<file path="src/rtl/fixed_to_float_sched.sv">
`default_nettype none
// ============================================================================
// Module      : fixed_to_float_sched (with helper fixed_to_float_sp)
// Description : Round-robin scheduler sharing one two-stage signed-32-bit
//               to IEEE-754 single converter among p_NUM_REQ requesters.
//               Each issued word is tagged with its requester ID, the zero
//               flag is aligned with the converter result, and tagged
//               results are returned in issue order through a
//               credit-protected response FIFO.
// Ports       : i_CLK, i_RST          clock, synchronous active-high reset
//               i_REQ_VALID/DATA      per-requester request channel
//               o_REQ_READY           one-hot (or zero) accept
//               o_RSP_VALID/ID/DATA/ZERO, i_RSP_READY   response channel
// Options     : F2F_SCHED_STRICT_PRIORITY_EN - fixed priority (requester 0
//               highest) instead of round-robin.
// Revision    : 1.0 - initial release
// ============================================================================

// ----------------------------------------------------------------------------
// fixed_to_float_sp: non-stallable converter, 2-cycle latency.
//   Stage 1 registers sign, magnitude and zero flag (o_INVALID).
//   Stage 2 normalises and registers the float (mantissa truncated).
// ----------------------------------------------------------------------------
module fixed_to_float_sp (
  input  logic        i_CLK,
  input  logic [31:0] i_DATA,
  output logic [31:0] o_RESULT,
  output logic        o_INVALID
);
  logic        r_s1_sign;
  logic [31:0] r_s1_mag;
  logic        r_s1_zero;
  logic [31:0] r_result;
  logic [31:0] w_abs;
  logic [4:0]  w_msb;
  logic [7:0]  w_exp;
  logic [22:0] w_mant;

  // Two's complement magnitude; 32'h8000_0000 maps onto itself, which is the
  // correct unsigned magnitude 2^31.
  assign w_abs = i_DATA[31] ? (~i_DATA + 32'd1) : i_DATA;

  always_ff @(posedge i_CLK) begin
    r_s1_sign <= i_DATA[31];
    r_s1_mag  <= w_abs;
    r_s1_zero <= (i_DATA == 32'd0);
  end

  always_comb begin
    w_msb = 5'd0;
    for (int i = 0; i < 32; i++) begin
      if (r_s1_mag[i]) w_msb = 5'(i);
    end
  end

  // Left-justify the magnitude, drop the implicit leading one and keep the
  // next 23 bits; lower bits are discarded (truncation).
  assign w_mant = 23'((r_s1_mag << (5'd31 - w_msb)) >> 8);
  assign w_exp  = 8'd127 + {3'd0, w_msb};

  always_ff @(posedge i_CLK) begin
    r_result <= r_s1_zero ? 32'd0 : {r_s1_sign, w_exp, w_mant};
  end

  assign o_RESULT  = r_result;
  assign o_INVALID = r_s1_zero;
endmodule

// ----------------------------------------------------------------------------
// fixed_to_float_sched: top level
// ----------------------------------------------------------------------------
module fixed_to_float_sched #(
  parameter int p_NUM_REQ    = 4,
  parameter int p_DATA_WIDTH = 32,
  parameter int p_FIFO_DEPTH = 4
) (
  input  logic                              i_CLK,
  input  logic                              i_RST,
  input  logic [p_NUM_REQ-1:0]              i_REQ_VALID,
  input  logic [p_NUM_REQ*p_DATA_WIDTH-1:0] i_REQ_DATA,
  output logic [p_NUM_REQ-1:0]              o_REQ_READY,
  output logic                              o_RSP_VALID,
  output logic [$clog2(p_NUM_REQ)-1:0]      o_RSP_ID,
  output logic [p_DATA_WIDTH-1:0]           o_RSP_DATA,
  output logic                              o_RSP_ZERO,
  input  logic                              i_RSP_READY
);
  localparam int c_ID_W  = $clog2(p_NUM_REQ);
  localparam int c_PTR_W = $clog2(p_FIFO_DEPTH);
  localparam int c_CRD_W = $clog2(p_FIFO_DEPTH + 1);
  localparam logic [c_CRD_W-1:0] c_CRD_MAX = c_CRD_W'(p_FIFO_DEPTH);

  logic                    w_grant_found;
  logic [c_ID_W-1:0]       w_grant_idx;
  logic                    w_issue;
  logic                    w_pop;
  logic [p_DATA_WIDTH-1:0] w_issue_data;
  logic [p_DATA_WIDTH-1:0] w_conv_result;
  logic                    w_conv_zero;
  logic                    w_empty;

  logic [c_CRD_W-1:0]      r_credits;
  logic                    r_tag_v1;
  logic                    r_tag_v2;
  logic [c_ID_W-1:0]       r_tag_id1;
  logic [c_ID_W-1:0]       r_tag_id2;
  logic                    r_zero_d;
  logic [c_PTR_W:0]        r_wr_ptr;
  logic [c_PTR_W:0]        r_rd_ptr;
  logic [p_DATA_WIDTH-1:0] r_mem_data [p_FIFO_DEPTH];
  logic [c_ID_W-1:0]       r_mem_id   [p_FIFO_DEPTH];
  logic                    r_mem_zero [p_FIFO_DEPTH];

  // --------------------------------------------------------------------------
  // Arbitration
  // --------------------------------------------------------------------------
`ifdef F2F_SCHED_STRICT_PRIORITY_EN
  // Lowest-index valid requester wins; scanning downward leaves it last.
  always_comb begin
    w_grant_found = 1'b0;
    w_grant_idx   = '0;
    for (int i = p_NUM_REQ - 1; i >= 0; i--) begin
      if (i_REQ_VALID[i]) begin
        w_grant_found = 1'b1;
        w_grant_idx   = c_ID_W'(i);
      end
    end
  end
`else
  localparam logic [c_ID_W-1:0] c_LAST_ID = c_ID_W'(p_NUM_REQ - 1);
  logic [c_ID_W-1:0] r_rr_ptr;

  // First valid requester at or after r_rr_ptr, wrapping around.
  always_comb begin : p_rr_grant
    int v_j;
    v_j           = 0;
    w_grant_found = 1'b0;
    w_grant_idx   = '0;
    for (int i = 0; i < p_NUM_REQ; i++) begin
      v_j = int'(r_rr_ptr) + i;
      if (v_j >= p_NUM_REQ) v_j = v_j - p_NUM_REQ;
      if (!w_grant_found && i_REQ_VALID[v_j]) begin
        w_grant_found = 1'b1;
        w_grant_idx   = c_ID_W'(v_j);
      end
    end
  end

  always_ff @(posedge i_CLK) begin
    if (i_RST) begin
      r_rr_ptr <= '0;
    end else if (w_issue) begin
      r_rr_ptr <= (w_grant_idx == c_LAST_ID) ? '0 : w_grant_idx + 1'b1;
    end
  end
`endif

  // Only the registered credit count gates issue, so a pop while full does
  // not open a slot until the following cycle.
  assign w_issue = w_grant_found && (r_credits < c_CRD_MAX);
  assign w_pop   = o_RSP_VALID && i_RSP_READY;

  always_comb begin
    o_REQ_READY = '0;
    if (w_issue) o_REQ_READY[w_grant_idx] = 1'b1;
  end

  assign w_issue_data = i_REQ_DATA[w_grant_idx*p_DATA_WIDTH +: p_DATA_WIDTH];

  // --------------------------------------------------------------------------
  // Credits: one per word issued and not yet popped from the FIFO
  // --------------------------------------------------------------------------
  always_ff @(posedge i_CLK) begin
    if (i_RST) begin
      r_credits <= '0;
    end else begin
      case ({w_issue, w_pop})
        2'b10:   r_credits <= r_credits + 1'b1;
        2'b01:   r_credits <= r_credits - 1'b1;
        default: r_credits <= r_credits;
      endcase
    end
  end

  // --------------------------------------------------------------------------
  // Shared converter and tag pipeline matching its 2-cycle latency
  // --------------------------------------------------------------------------
  fixed_to_float_sp u_conv (
    .i_CLK     (i_CLK),
    .i_DATA    (w_issue_data),
    .o_RESULT  (w_conv_result),
    .o_INVALID (w_conv_zero)
  );

  always_ff @(posedge i_CLK) begin
    if (i_RST) begin
      r_tag_v1  <= 1'b0;
      r_tag_v2  <= 1'b0;
      r_tag_id1 <= '0;
      r_tag_id2 <= '0;
      r_zero_d  <= 1'b0;
    end else begin
      r_tag_v1  <= w_issue;
      r_tag_v2  <= r_tag_v1;
      r_tag_id1 <= w_grant_idx;
      r_tag_id2 <= r_tag_id1;
      // Zero flag leaves the converter one stage early; delay it once.
      r_zero_d  <= w_conv_zero;
    end
  end

  // --------------------------------------------------------------------------
  // Response FIFO (extra pointer bit distinguishes full from empty)
  // --------------------------------------------------------------------------
  assign w_empty = (r_wr_ptr == r_rd_ptr);

  always_ff @(posedge i_CLK) begin
    if (i_RST) begin
      r_wr_ptr <= '0;
      r_rd_ptr <= '0;
    end else begin
      if (r_tag_v2) r_wr_ptr <= r_wr_ptr + 1'b1;
      if (w_pop)    r_rd_ptr <= r_rd_ptr + 1'b1;
    end
  end

  always_ff @(posedge i_CLK) begin
    if (r_tag_v2) begin
      r_mem_data[r_wr_ptr[c_PTR_W-1:0]] <= r_zero_d ? '0 : w_conv_result;
      r_mem_id[r_wr_ptr[c_PTR_W-1:0]]   <= r_tag_id2;
      r_mem_zero[r_wr_ptr[c_PTR_W-1:0]] <= r_zero_d;
    end
  end

  assign o_RSP_VALID = !w_empty;
  assign o_RSP_DATA  = o_RSP_VALID ? r_mem_data[r_rd_ptr[c_PTR_W-1:0]] : '0;
  assign o_RSP_ID    = o_RSP_VALID ? r_mem_id[r_rd_ptr[c_PTR_W-1:0]]   : '0;
  assign o_RSP_ZERO  = o_RSP_VALID ? r_mem_zero[r_rd_ptr[c_PTR_W-1:0]] : 1'b0;

endmodule
`default_nettype wire

</file>
<file path="config.mk">
export PLATFORM = sky130hd
export DESIGN_NAME = fixed_to_float_sched
export DESIGN_NICKNAME = d
export VERILOG_FILES = /design/src/rtl/fixed_to_float_sched.sv
export SDC_FILE = /design/constraint.sdc
export NUM_CORES = 1
export LEC_CHECK = 0
export BUFFER_PORTS_ARGS = -buffer_cell sky130_fd_sc_hd__buf_4
export CAP_MARGIN = 10
export CELL_PAD_IN_SITES_DETAIL_PLACEMENT = 2
export CELL_PAD_IN_SITES_GLOBAL_PLACEMENT = 2
export CORE_MARGIN = 2
export CORE_UTILIZATION = 42
export CTS_BUF_LIST = sky130_fd_sc_hd__clkbuf_8
export DETAILED_ROUTE_END_ITERATION = 10
export PLACE_DENSITY_LB_ADDON = 0.1
export SETUP_SLACK_MARGIN = 0.15
export SYNTH_ARGS = -nofsm -noshare
export SYNTH_HDL_FRONTEND = slang
export SYNTH_SLANG_ARGS = --single-unit
</file>
<file path="constraint.sdc">
create_clock -name i_CLK -period 5.9 [get_ports i_CLK]
set_clock_uncertainty 0.2 [all_clocks]
set_input_delay 0.59 -clock i_CLK [delete_from_list [all_inputs] [get_ports i_CLK]]
set_output_delay 0.59 -clock i_CLK [all_outputs]
set_load 0.01 [all_outputs]
</file>
Word level (Yosys, flattened, before mapping)
Memory sizes are Yosys's and may differ from the RTL's. A register that Yosys moved wholly into a read port is not among the register bits. Index checks and enable logic that the tools add are counted.

Output and inout bits: 40. Memories kept: 3. RAM bits: 140. Bits in registers: 84. Input bits: 135. Word-level logic and storage cells: 135.

Add/sub/neg operators: 15. Equality and inequality tests: 4. Bitwise logic cells: 1. Magnitude comparators: 11. Mux-type cells: 73. Shift-type cells: 2. Reductions and logical operators: 12.

Memory list: r_mem_data (words 4, width 32, read ports 1, clocked after Yosys merged registers in 1, wr ports 1, RTL line 110) `logic [p_DATA_WIDTH-1:0] r_mem_data [p_FIFO_DEPTH];`; r_mem_id (words 4, width 2, read ports 1, clocked after Yosys merged registers in 1, wr ports 1, RTL line 111) `logic [c_ID_W-1:0] r_mem_id [p_FIFO_DEPTH];`; r_mem_zero (words 4, width 1, read ports 1, clocked after Yosys merged registers in 1, wr ports 1, RTL line 112) `logic r_mem_zero [p_FIFO_DEPTH];`.

Operator list (count): 32-bit two-way mux (6); 5-bit two-way mux (30); 32-bit by 4-bit < comparator with 1-bit output (second input constant) (4); 128-bit by 8-bit indexed part select with 32-bit output (1); 32-bit by 1-bit adder with 32-bit output (second input constant) (1); 32-bit logical NOT (1); 32-bit inverter (1); 32-bit by 5-bit left shift with 31-bit output (1); 31-bit two-way mux (1); 2-bit two-way mux (12); 1-bit two-way mux (17); 3-bit by 3-bit subtractor with 4-bit output (second input constant) (3); 3-bit by 1-bit adder with 3-bit output (second input constant) (3); 3-bit greater-or-equal comparator (second input constant) (3); 7-bit by 5-bit adder with 8-bit output (first input constant) (1); 1-bit binary-select mux with 2-bit select (4); 2-bit by 2-bit adder with 3-bit output (second input constant) (2); 1-bit logical AND (6); 3-bit case mux with 2 select lines (1); 5-bit subtractor (first input constant) (1); 2-bit equality test (second input constant) (2); 1-bit logical NOT (4); 4-bit two-way mux (1); 2-bit by 3-bit subtractor with 4-bit output (second input constant) (1); 11 further kinds (11).

Depth between registers and ports, before layout
Gate-level depths: netlist of the first run.

Word-level depth: 33. Gate-level depth with buffers: 13. Mapped depth without buffers: 12.

Cells and area by module
Synthesis of the first run repeated with hierarchy kept, for this count alone.

Cell total of the unflattened synthesis: 1188. Area, all modules: 12758.5 µm².

Modules (own cells, without submodules): fixed_to_float_sched (times used 1, area an instance 8488.1 µm², seq. area each 4604.4 µm², cells an instance 680); fixed_to_float_sp (times used 1, area an instance 4270.3 µm², seq. area each 1321.3 µm², cells an instance 508).

Least setup slack after synthesis of the first run
Ideal clock, no wire load.

Path kind: input port to flip-flop. Start point: in i_REQ_VALID[2]. End point: reg u_conv.r_s1_mag[14]. Setup slack: 2.854 ns. Required time: 5.583 ns. Library setup time: 0.117 ns. Stages: 13. Buffers on the path: 1. Arrival: 2.729 ns. Path through: nor2b_1 a211oi_2 nor2_1 inv_2 buf_4 nand2_1 a31o_2 ha_1 a21boi_0 and2_1 and2_1 a31o_2 xor2_1.

Word-level cells in the longest chain between the ends: 17. Elaborated cells on any way between the ends: 29. Those cells by class: add/sub (1); shift (1); mux (20); bitwise (1); reduce/logical (6).

Ends and longest elaborated chain: start: declaration (RTL line 79) `input logic [p_NUM_REQ-1:0] i_REQ_VALID,`; 1-bit binary-select mux with 2-bit select (RTL line 142) `if (!w_grant_found && i_REQ_VALID[v_j]) begin`; 1-bit two-way mux (not written as such) (2 in a row) (RTL line 142); 1-bit two-way mux (RTL line 142); 1-bit logical NOT (RTL line 142); 1-bit logical AND (RTL line 142); 1-bit two-way mux (RTL line 142); 1-bit logical NOT (RTL line 142); 1-bit logical AND (RTL line 142); 1-bit two-way mux (RTL line 142); 1-bit logical NOT (RTL line 142); 1-bit logical AND (RTL line 142); 2-bit two-way mux * (RTL line 142); 128-bit by 8-bit indexed part select with 32-bit output * (RTL line 168) `assign w_issue_data = i_REQ_DATA[w_grant_idx*p_DATA_WIDTH +: p_DATA_WIDTH];`; 32-bit inverter (RTL line 41) `assign w_abs = i_DATA[31] ? (~i_DATA + 32'd1) : i_DATA;`; 32-bit by 1-bit adder with 32-bit output (RTL line 41); 31-bit two-way mux * (RTL line 41); via u_conv.w_abs[14] (RTL line 34) `logic [31:0] w_abs;`; end signal: assignment (RTL line 45) `r_s1_mag <= w_abs;`; end: declaration (RTL line 31) `logic [31:0] r_s1_mag;`.

Mark *: on every way through the listed nets, which the timed path passes. The rest lies on a longest branch. The select of a mux whose other input is x is not followed. A chain may end at the register's enable or synchronous reset.

Worst setup path in the final report of the first run
Start point: reg u_conv.r_s1_mag[11]. End point: reg u_conv.r_result[20], in the netlist u_conv.o_RESULT[20].

Word-level cells in the longest chain between the ends: 23.

Ends and longest elaborated chain: 5-bit two-way mux (21 in a row) (RTL line 52) `if (r_s1_mag[i]) w_msb = 5'(i);`; 5-bit subtractor (RTL line 58) `assign w_mant = 23'((r_s1_mag << (5'd31 - w_msb)) >> 8);`; 32-bit by 5-bit left shift with 31-bit output * (RTL line 58); end signal: assignment (RTL line 62) `r_result <= r_s1_zero ? 32'd0 : {r_s1_sign, w_exp, w_mant};`; end: declaration (RTL line 33) `logic [31:0] r_result;`.

Every way passes the cells marked *; elsewhere a longest branch is shown, timed or not.

==> impl_results.md, run 1 <==
* First-pass GRT wire length at 71,100 µm
* CP max FO at 25
* Post-synthesis sequential area ratio at 50.3%
* Max-slew violations at 0
* DP Cell Count at 1,574
* Pwr Density at 564 nW/µm²
* Die area at 29,400 µm²
* Reg2reg start: u_conv.r_s1_mag[11]
* Pre-CTS WS at 1900 ps
* CP Capture Type: flip-flop
* Starting DRT DRC Count at 624
* Max-slew headroom at the worst pin at 21.6%
* Final ANT Viol Nets at 0
* DR pass1 iterations at 6
* Non-filler cells, final at 1,645
* Grt ovf at 0
* Crit path DAT at 4380 ps
* PortBufs at 174
* Ratio of cells with drive above 1 in the final layout at 25.3%
* Max stage delay cell, worst path: a21o_1
* Worst slew pin tran at 1170 ps
* Final hold vios at 0
* Postcts setup bufs at 0
* R2R Setup Slk at 1720 ps
* Htree depth at 2
* Clock latency on the worst-skew pair at 550 ps
* Yosys cell types at 73
* Vias in the first global route at 10,900
* FFs w/ async S/R, synth at 0%
* Post-Synthesis Cells at 1,071
* Mean post-synth cell area at 11.0 µm²
* Peak Freq at 239 MHz
* Clock-pin slew on the worst setup and hold paths at 70 ps
* GPL Wtd Cong at 0.823
* Mapped Area at 11,800 µm²
* Crit path max-delay family: compound AO/OA/AOI/OAI gates
* Top_reg_cell synth: edfxtp_1
* Min Clock Period, post-route at 4180 ps
* Synth Warn # at 0
* Detailed Place HPWL at 30,100 µm
* Area grow syn2layout at 20.2%
* Worst Setup Path Type: flip-flop to flip-flop
* WL final at 47,300 µm
* Setup TNS Final at 0 ps
* RSZ-0062 raised after global routing: false
* Remaining DRCs at 0
* Hold depth at 2
* Power, Total at 7.99 mW
* RR Endpoint: u_conv.o_RESULT[20]
* Largest stage delay, worst path at 830 ps
* Io pins at 175
* CTS tree: yes
* Nets at 1,384
* Final Worst Setup Slack at 1720 ps
* CTS Root Buffer Type: clkbuf_8
* Drt wl/cell at 28.7 µm
* Top cell by count, worst path: mux2i_1
* Status: complete, no violations
* CP Data Required Time at 6090 ps
* Fin Hold WS at 218 ps
* Seq cells post-synth at 226
* FF-to-FF path depth at 10
* EDFF count, synth at 140
* Worst Hold Class: input port to flip-flop
* Maximum VDD drop at 0.291 mV
* Hold_buf cts at 0
* Post-CTS Resized at 0
* Worst-path cell chain: nor4_1 -> o31a_1 -> o2111ai_1 -> a21o_1 -> clkinv_1 -> mux4_2 -> mux2i_1 -> mux2i_1 -> nor2_1 -> a211oi_1
* CTS Sinks at 226
* # rows at 61
* Die Y at 172 µm
* Setup-failing EPs final at 0
* Period utilization at 70.9%
* Width of the die at 172 µm
* Worst Path Buf+Inv at 1
* Vias at 9,807
* Hold path start: i_RST
* Starting density of the core at 42.6%
* WHS Endpoint: r_wr_ptr[2]
* Max-Cap Viols at 0
* Largest net degree at the start of global routing at 46
* CP startpoint kind: flip-flop
* Initial antenna violation count at 1
* Syn nets at 1,219
* Core area at 27,700 µm²
* Gr usage total at 32.7%
* Clock buffer count from CTS at 38
* Max clock buf depth at 3
* Leakage at 5.57 nW
* Filler Cells Inserted at 2,808
* Vias/cell at 5.96
-- worst max-delay path by stage --
stage                              from             endpoint  slack, ps  cells past startpoint
finish              u_conv.r_s1_mag[11]  u_conv.o_RESULT[20]       1720                     10
global route        u_conv.r_s1_mag[11]  u_conv.o_RESULT[20]       1500                     10
CTS                 u_conv.r_s1_mag[11]  u_conv.o_RESULT[20]       1830                     10
detailed placement       i_REQ_VALID[2]  u_conv.r_s1_mag[29]       1900                     12
global placement         i_REQ_VALID[2]  u_conv.r_s1_mag[29]       1990                     12
floorplan                i_REQ_VALID[2]  u_conv.r_s1_mag[14]       2850                     13
-- cell type report --
class                   count  area [µm²]  area share [%]
multi-input cells         752        5460            38.5
well taps                 378         473            3.34
clock inverters            27         169            1.19
repair buffers            195        1460            10.3
inverters                  23        87.6           0.618
diodes                      1        2.50          0.0177
clock buffers              43         592            4.18
flip-flops and latches    226        5930            41.8
-- synth_stat cells (3+ instances only) --
master,count,area [µm²]
clkbuf_1,33,124
nand3_2,3,30.0
or3_1,7,43.8
nor3_1,5,25.0
a21o_1,3,22.5
nand3_1,74,370
mux2i_1,75,751
a211o_1,5,43.8
a21oi_1,40,200
and4_1,3,26.3
a31oi_1,9,56.3
nor2b_1,76,475
o21ai_1,6,30.0
a221oi_1,3,26.3
mux2_2,5,56.3
buf_2,21,105
buf_1,5,18.8
o31ai_1,3,22.5
buf_4,8,60.1
xnor2_1,24,210
nor4_1,8,50.1
o21ai_0,49,245
edfxtp_1,140,4200
xor2_1,15,131
ha_1,12,150
a222oi_1,3,30.0
a22oi_1,6,45.0
nor2_1,63,236
and2_1,14,87.6
nand2_1,95,357
nand2b_1,10,62.6
dfxtp_1,86,1720
and3_1,18,113
o21a_1,3,22.5
a31o_2,14,123
mux4_2,37,833
inv_1,20,75.1
a211oi_1,24,180
-- state kept, by name (all words and copies together) (netlist names), named ones only --
signal            cells
r_mem_data          128
u_conv.o_INVALID      1
r_rr_ptr              2
r_tag_id2             2
u_conv.r_s1_sign      1
r_zero_d              1
r_wr_ptr              3
r_mem_zero            4
r_tag_v1              1
r_credits             3
u_conv.o_RESULT      32
r_tag_id1             2
u_conv.r_s1_mag      32
r_tag_v2              1
r_rd_ptr              3
r_mem_id              8
-- logic make-up (layout without fill, tap and decap cells) --
group                    count (synthesis)  after routing  share of synthesized area, %
XOR/XNOR                                39             39                          2.90
flip-flops                             226            226                          50.3
multiplexers                           117            117                          13.9
AO/OA/AOI/OAI                          195            195                          11.0
AND/OR/NAND/NOR                        388            388                          16.9
buffers and inverters                   93            288                          3.59
other                                    0              1                             0
adder cells (fa/ha/maj)                 13             13                          1.44
-- worst register-to-register path, delay by kind of cell, from the launching register on --
kind	cells	cell delay, ps
AO/OA/AOI/OAI	4	1270
buffers and inverters	1	450
flip-flops	1	550
multiplexers	3	1230
AND/OR/NAND/NOR	2	360
-- layer usage --
metal	global-route usage (%)	wire length (µm)
met5	0	0
met4	14.6	2160
met3	5.43	2220
met2	59.5	24600
met1	37.6	18400
-- where the power goes --
part / leakage (nW) / switching (mW) / internal, mW
registers: 1.97 / 0.332 / 2.13
logic: 3.14 / 2.53 / 1.53
clock network: 0.459 / 0.711 / 0.761
total: 5.57 / 3.57 / 4.42
-- through the flow --
step	instance area (µm²)	util, %
floorplan	11800	-
global placement	13400	48.4
detailed placement	13400	48.4
CTS	14200	51.1
global route	14200	51.1
finish	14200	51.1
-- layout by cell type (no fill, tap or decap), types with 3 or more instances in the layout --
cell	instances
mux4_2	37
a211o_1	5
inv_1	40
a21o_1	3
mux2_2	5
nand3_1	74
edfxtp_1	140
and4_1	3
a31oi_1	9
mux2i_1	75
a22oi_1	6
o31ai_1	3
a222oi_1	3
or3_1	7
o21ai_1	6
nor3_1	4
o21a_1	3
buf_4	195
nand2b_1	10
a31o_2	14
and2_1	14
nor4_1	8
ha_1	12
nor2_1	63
o21ai_0	49
a21oi_1	39
and3_1	18
clkbuf_8	43
xor2_1	15
nor2b_1	76
a211oi_1	24
nand2_1	95
a221oi_1	3
dfxtp_1	85
xnor2_1	24
nand3_2	3
Note: power is estimated with default switching activity, not from simulation.
==> run 2: changes to the inputs <==
- ABC_AREA: unset -> 1
- CORE_UTILIZATION: 42 -> 35
- clock period: 5.9 -> 4.1 ns (I/O delays scaled with it)
==> run 2 against run 1 <==
Effect of this change:
- die area increased by 21%
- via count up 17%
- fmax is 4.3% higher
- clock power up 52%
- sequential share of layout area decreased by 2.7 points
- core utilization decreased by 6.1 points
- area after synthesis up 1.5%
- combinational power rose to 2.5 times the previous value
- critical path type unchanged
- wire length decreased by 1.5%
==> impl_results.md, run 2 <==
* WL final at 46,600 µm
* FFs w/ async S/R, synth at 0%
* DP Cell Count at 2,092
* Vias/cell at 5.19
* RR Endpoint: u_conv.r_s1_mag[30]
* Starting density of the core at 35.6%
* Htree depth at 2
* Top-count cell post-synth: nand2_1
* Hold path start: i_RSP_READY
* CP Capture Type: flip-flop
* Detailed Place HPWL at 31,400 µm
* PortBufs at 174
* Drt wl/cell at 21.1 µm
* Vias in the first global route at 12,900
* Starting DRT DRC Count at 474
* Worst setup path start: r_rr_ptr[0]
* Worst Hold Class: input port to flip-flop
* Io pins at 175
* Power, Total at 16.1 mW
* Filler Cells Inserted at 3,755
* Pwr Density at 1060 nW/µm²
* # rows at 67
* Area leader, netlist: edfxtp_1
* Core area at 33,600 µm²
* Top_reg_cell synth: edfxtp_1
* R2R Setup Slk at 90 ps
* Leakage at 6.75 nW
* CTS Root Buffer Type: clkbuf_8
* Sw frac at 50.5%
* CP Data Required Time at 4310 ps
* Setup-failing EPs final at 0
* Comb pwr share at 64.1%
* Vias at 11,400
* Initial antenna violation count at 1
* Die Y at 189 µm
* Peak Freq at 249 MHz
* Die area at 35,700 µm²
* WHS Endpoint: r_rd_ptr[0]
* Synth Warn # at 0
* Area grow syn2layout at 26.6%
* CTS Sinks at 226
* Post-synthesis sequential area ratio at 49.5%
* Width of the die at 189 µm
* Max-slew violations at 0
* FF-to-FF path depth at 24
* Most common cell after layout, fill and taps aside: nand2_1
* Commonest non-fill, non-tap cells in the layout: nand2_1 (279), nor2_1 (248), buf_4 (229)
* Internal cell power at 7.99 mW
* Fin Hold WS at 77.9 ps
* Seq cells post-synth at 226
* Max clock buf depth at 3
* CP max FO at 8
* Clock latency on the worst-skew pair at 580 ps
* Final ANT Viol Nets at 0
* Nets at 1,872
* Mean post-synth cell area at 7.87 µm²
* Clock-pin slew on the worst setup and hold paths at 60 ps
* Flop pwr share at 22.0%
* Maximum VDD drop at 0.541 mV
* Clock buffer count from CTS at 40
* Remaining DRCs at 0
* Grt ovf at 0
* Top cells by area, synth: edfxtp_1 (35%), dfxtp_1 (14%), nand3_1 (9.6%)
* Most frequent cells after synthesis: nand2_1 (286), nor2_1 (254), nand3_1 (230)
* Max-Cap Viols at 0
* Hold depth at 4
* CP startpoint kind: flip-flop
* Worst Setup Path Type: flip-flop to flip-flop
* Final hold vios at 0
* Status: complete, no violations
* Mapped Area at 12,000 µm²
* Min Clock Period, post-route at 4010 ps
* Max reg flops at 128
* Max-slew headroom at the worst pin at 23.0%
* ANT cells at 0
* DR pass1 iterations at 5
* RSZ-0062 raised after global routing: true
* Reg2reg start: r_rr_ptr[0]
* Yosys top cell area share at 35.1%
* Period utilization at 97.8%
* GPL Wtd Cong at 0.800
* First-pass GRT wire length at 70,700 µm
* Gr usage total at 25.2%
* Non-filler cells, final at 2,204
* Sw power at 8.13 mW
* CTS tree: yes
* Crit path DAT at 4220 ps
* Clock share of power at 13.9%
* Yosys cell types at 53
* Ratio of cells with drive above 1 in the final layout at 21.9%
* EDFF count, synth at 140
* Post-Synthesis Cells at 1,521
* Largest net degree at the start of global routing at 71
* Syn nets at 1,669
* Worst slew pin tran at 1150 ps
==> run 2: cell count changes after synthesis, moves of 13 or more <==
cell,before,now
nand2_1,95,286
nor2_1,63,254
nand3_1,74,230
inv_1,20,139
nor2b_1,76,0
mux2i_1,75,0
o21ai_0,49,107
mux4_2,37,0
a211oi_1,24,3
and3_1,18,0
clkbuf_1,33,49
a31o_2,14,1
and2_1,14,1
o21ai_1,6,19
==> run 2: final cells by class <==
| class | count | area (µm²) | area share [%] |
|---|---|---|---|
| multi-input cells | 1067 | 5340 | 35.3 |
| flip-flops and latches | 226 | 5930 | 39.2 |
| repair buffers | 240 | 1890 | 12.5 |
| clock inverters | 29 | 231 | 1.53 |
| clock buffers | 45 | 619 | 4.09 |
| well taps | 448 | 561 | 3.70 |
| inverters | 149 | 572 | 3.77 |
==> run 2: power groups by stage <==
stage / Sequential, mW / Combinational [mW] / Clock, mW
after floorplan: 3.41 / 6.06 / 0
after global placement: 3.54 / 8.52 / 0
after detailed placement: 3.57 / 8.93 / 0
after CTS: 3.55 / 9.14 / 2.29
after global routing: 3.61 / 11.5 / 2.39
final: 3.55 / 10.3 / 2.24
==> run 2: worst max-delay path by stage <==
stage,cells past startpoint,endpoint
after detailed placement,21,u_conv.r_s1_mag[30]
after floorplan,23,u_conv.r_s1_mag[28]
after global placement,21,u_conv.r_s1_mag[30]
final,24,u_conv.r_s1_mag[30]
after global routing,24,u_conv.r_s1_mag[30]
after CTS,25,u_conv.r_s1_mag[30]
==> run 2: logic make-up (layout without fill, tap and decap cells) <==
family,count (synthesis),count (layout),share of synthesized area [%]
buffers and inverters,228,463,7.75
AO/OA/AOI/OAI,207,207,9.62
XOR/XNOR,33,33,2.48
AND/OR/NAND/NOR,814,814,29.2
adder cells (fa/ha/maj),13,13,1.42
flip-flops,226,226,49.5
==> run 2: critical path, stage by stage, from the launching register on <==
cell and delay, ps:
dfxtp_4 450, o21ai_0 140, inv_1 120, nor2_2 60
nor2_2 130, inv_2 70, nor3_4 240, nand2_4 120
nand3_4 130, nand2_8 90, buf_12 180, nand2_2 60
nand2_1 50, o21a_1 270, inv_2 130, ha_4 170
nand2_4 60, nor2_4 130, nand2_2 90, nor2_4 130
nand4_1 150, nor4_2 290, nand4_1 180, nand2_1 130
xnor2_1 80
==> run 2: per-layer routing <==
layer	wire (µm)	global-route usage (%)	vias up	part of all wire [%]
met5	14	0	-	0.030
met4	1520	7.81	2	3.3
met3	1460	3.47	106	3.1
met2	25300	49.0	237	54
met1	18300	28.1	5671	39
li1	-	-	5433	-
==> run 2: repair_timing <==
item / 4_1_cts / 5_1_grt
endpoints found under the hold margin: 13 / 0
hold buffers: 1 / 0
cloned: 0 / 2
endpoints found under the setup margin: 17 / 37
gates resized for setup: 6 / 65
buffers inserted: 2 / 33
pin swaps: 1 / 32
==> run 2: stage by stage <==
stage	setup TNS [ps]	utilization (%)	setup slack, ps	instance area, µm²
after global placement	0	40.7	246	13700
after CTS	0	43.4	164	14600
after detailed placement	-38.2	40.7	-38.2	13700
final	0	45.1	90.0	15100
after global routing	-142	45.1	-94.0	15100
after floorplan	0	-	952	12000
==> run 3: changes to the inputs <==
- CELL_PAD_IN_SITES_DETAIL_PLACEMENT: 2 -> 0
- CELL_PAD_IN_SITES_GLOBAL_PLACEMENT: 2 -> 1
- CORE_UTILIZATION: 35 -> 44
- REMOVE_ABC_BUFFERS: unset -> 1
==> run 3 against run 2 <==
Effect of this change:
- first-iteration DRC count up 32%
- largest cell class unchanged
- hold slack got worse by 8.4 ps
- critical path type unchanged
- largest power group unchanged
- wire length fell by 36%
- sequential share of layout area increased by 2.2 points
==> impl_results.md, run 3 (synthesized netlist as in run 2, its figures left out) <==
* Max-slew headroom at the worst pin at 34.8%
* DR pass1 iterations at 5
* Die Y at 169 µm
* PortBufs at 174
* Crit path max-delay family: simple AND/OR/NAND/NOR gates
* Non-filler cells, final at 2,054
* Remaining DRCs at 0
* Clock-pin slew on the worst setup and hold paths at 60 ps
* GRT busiest layer: met2
* CP max FO at 22
* Setup TNS Final at 0 ps
* Met1 usage at 26.3%
* Starting density of the core at 44.6%
* Crit path to: u_conv.r_s1_mag[25]
* Area after DPL at 13,500 µm²
* Grt ovf at 0
* FF-to-FF path depth at 21
* Min Clock Period, post-route at 3610 ps
* GR Util met3 at 3.58%
* DP Cell Count at 1,981
* Starting DRT DRC Count at 628
* Crit path DAT at 3810 ps
* Initial antenna violation count at 0
* Setup-failing EPs final at 0
* CTS Root Buffer Type: clkbuf_8
* # rows at 60
* Max clock buf depth at 3
* Largest stage delay, worst path at 400 ps
* WL final at 30,000 µm
* Status: complete, no violations
* ANT cells at 0
* CP startpoint kind: flip-flop
* Clock buffer count from CTS at 37
* Final ANT Viol Nets at 0
* Ratio of cells with drive above 1 in the final layout at 18.0%
* Worst Path Buf+Inv at 5
* Worst Setup Path Type: flip-flop to flip-flop
* RR Endpoint: u_conv.r_s1_mag[25]
* CP Capture Type: flip-flop
* Worst-path cell chain: inv_2 -> o21ai_2 -> nand2_1 -> o21ai_1 -> nor2_1 -> inv_2 -> o221ai_2 -> a21oi_4 -> buf_4 -> nand3_1 -> o21ai_1 -> inv_1 -> nor2_2 -> nand3_1 -> nor2_4 -> nand3_2 -> nor2_4 -> nand2_2 -> o21ai_2 -> xnor2_1 -> inv_1
* Max-slew violations at 0
* Die area at 28,500 µm²
* Period utilization at 88.0%
* Max stage delay cell, worst path: dfxtp_4
* Worst slew pin tran at 977 ps
* Max reg flops at 128
* CTS tree: yes
* Maximum VDD drop at 0.446 mV
* Worst setup path start: r_rr_ptr[0]
* Nets at 1,833
* Gr usage total at 21.3%
* Max-Cap Viols at 0
* Final hold vios at 0
* Crit. path cell count at 21
* CP Data Required Time at 4310 ps
* Largest net degree at the start of global routing at 71
* M2 GR Usage at 38.6%
* Peak Freq at 277 MHz
* GPL Wtd Cong at 0.866
* Htree depth at 2
* CTS Sinks at 226
* Final core utilization at 53.5%
* RSZ-0062 raised after global routing: false
* Leakage at 6.41 nW
* Most common cell after layout, fill and taps aside: nand2_1
* Clock latency on the worst-skew pair at 520 ps
* Width of the die at 169 µm
* R2R Setup Slk at 490 ps
* Fin area at 14,300 µm²
* First-pass GRT wire length at 49,800 µm
* Detailed Place HPWL at 20,700 µm
* Vias at 10,400
* Filler Cells Inserted at 2,623
* Area grow syn2layout at 19.9%
* Drt wl/cell at 14.6 µm
* Worst Hold Class: input port to flip-flop
* Vias in the first global route at 10,200
* Io pins at 175
* Core area at 26,800 µm²
* Vias/cell at 5.06
* Commonest non-fill, non-tap cells in the layout: nand2_1 (286), nor2_1 (252), nand3_1 (230)
* Pwr Density at 936 nW/µm²
* Reg2reg start: r_rr_ptr[0]
run 3: cell count changes in the layout (fill, tap and decap cells not counted), moves of 4 or more:
cell / delta
o21ai_1: +8
clkinv_1: +7
nand2_2: -5
nand3_1: +4
buf_6: -5
o21ai_2: -7
nor2_4: -4
nand2_1: +7
buf_4: -28
clkbuf_8: -6
nor2_1: +4
run 3: worst min path at each step:
stage	start	end	slack, ps	cells past startpoint
after floorplan	r_tag_id1[0]	r_tag_id2[0]	190	2
after global placement	r_tag_v1	r_tag_v2	200	2
after detailed placement	r_tag_v1	r_tag_v2	190	2
after CTS	i_REQ_DATA[32]	u_conv.r_s1_mag[0]	30	4
after global routing	i_REQ_DATA[32]	u_conv.r_s1_mag[0]	70	4
final	i_REQ_DATA[32]	u_conv.r_s1_mag[0]	70	4
run 3: per-layer routing:
layer | vias up | part of all wire, %
li1 | 5367 | -
met1 | 4739 | 43
met2 | 248 | 50
met3 | 37 | 4.7
met4 | 0 | 1.6
met5 | - | 0
run 3: per-stage QoR:
step / total power, mW / hold slack (ps) / worst slack [ps]
final: 13.4 / 69.5 / 494
after global routing: 14.9 / 69.9 / 147
after CTS: 13.4 / 33.2 / 315
after detailed placement: 11.5 / 194 / 332
after global placement: 11.4 / 195 / 448
after floorplan: 9.08 / 188 / -290
run 3: timing repair:
| action | 4_1_cts | 5_1_grt |
|---|---|---|
| endpoints found under the setup margin | 0 | 20 |
| buffers inserted | 0 | 4 |
| endpoints found under the hold margin | 4 | 0 |
| hold buffers | 1 | 0 |
| gates resized for setup | 0 | 11 |
run 3: final cells by class:
| class | count | area, µm² | area share (%) |
|---|---|---|---|
| sequential | 226 | 5930 | 41.4 |
| timing repair buffer | 203 | 1540 | 10.7 |
| tap | 341 | 427 | 2.97 |
| multi-input combinational | 1068 | 5160 | 36.0 |
| clock inverter | 28 | 188 | 1.31 |
| clock buffer | 39 | 537 | 3.74 |
| inverter | 149 | 559 | 3.90 |
run 3: report_power, final:
group	leakage (nW)	total [mW]	switching [mW]	internal, mW
clock network	0.389	1.89	0.862	1.02
logic	4.04	8.05	5.16	2.89
registers	1.98	3.48	0.301	3.18
run 3: worst min-delay path, delay by kind of cell:
family                 cells  cell delay [ps]
and+or+nand+nor            2              100
buffers and inverters      1               80
AOI/OAI and AO/OA          1              150
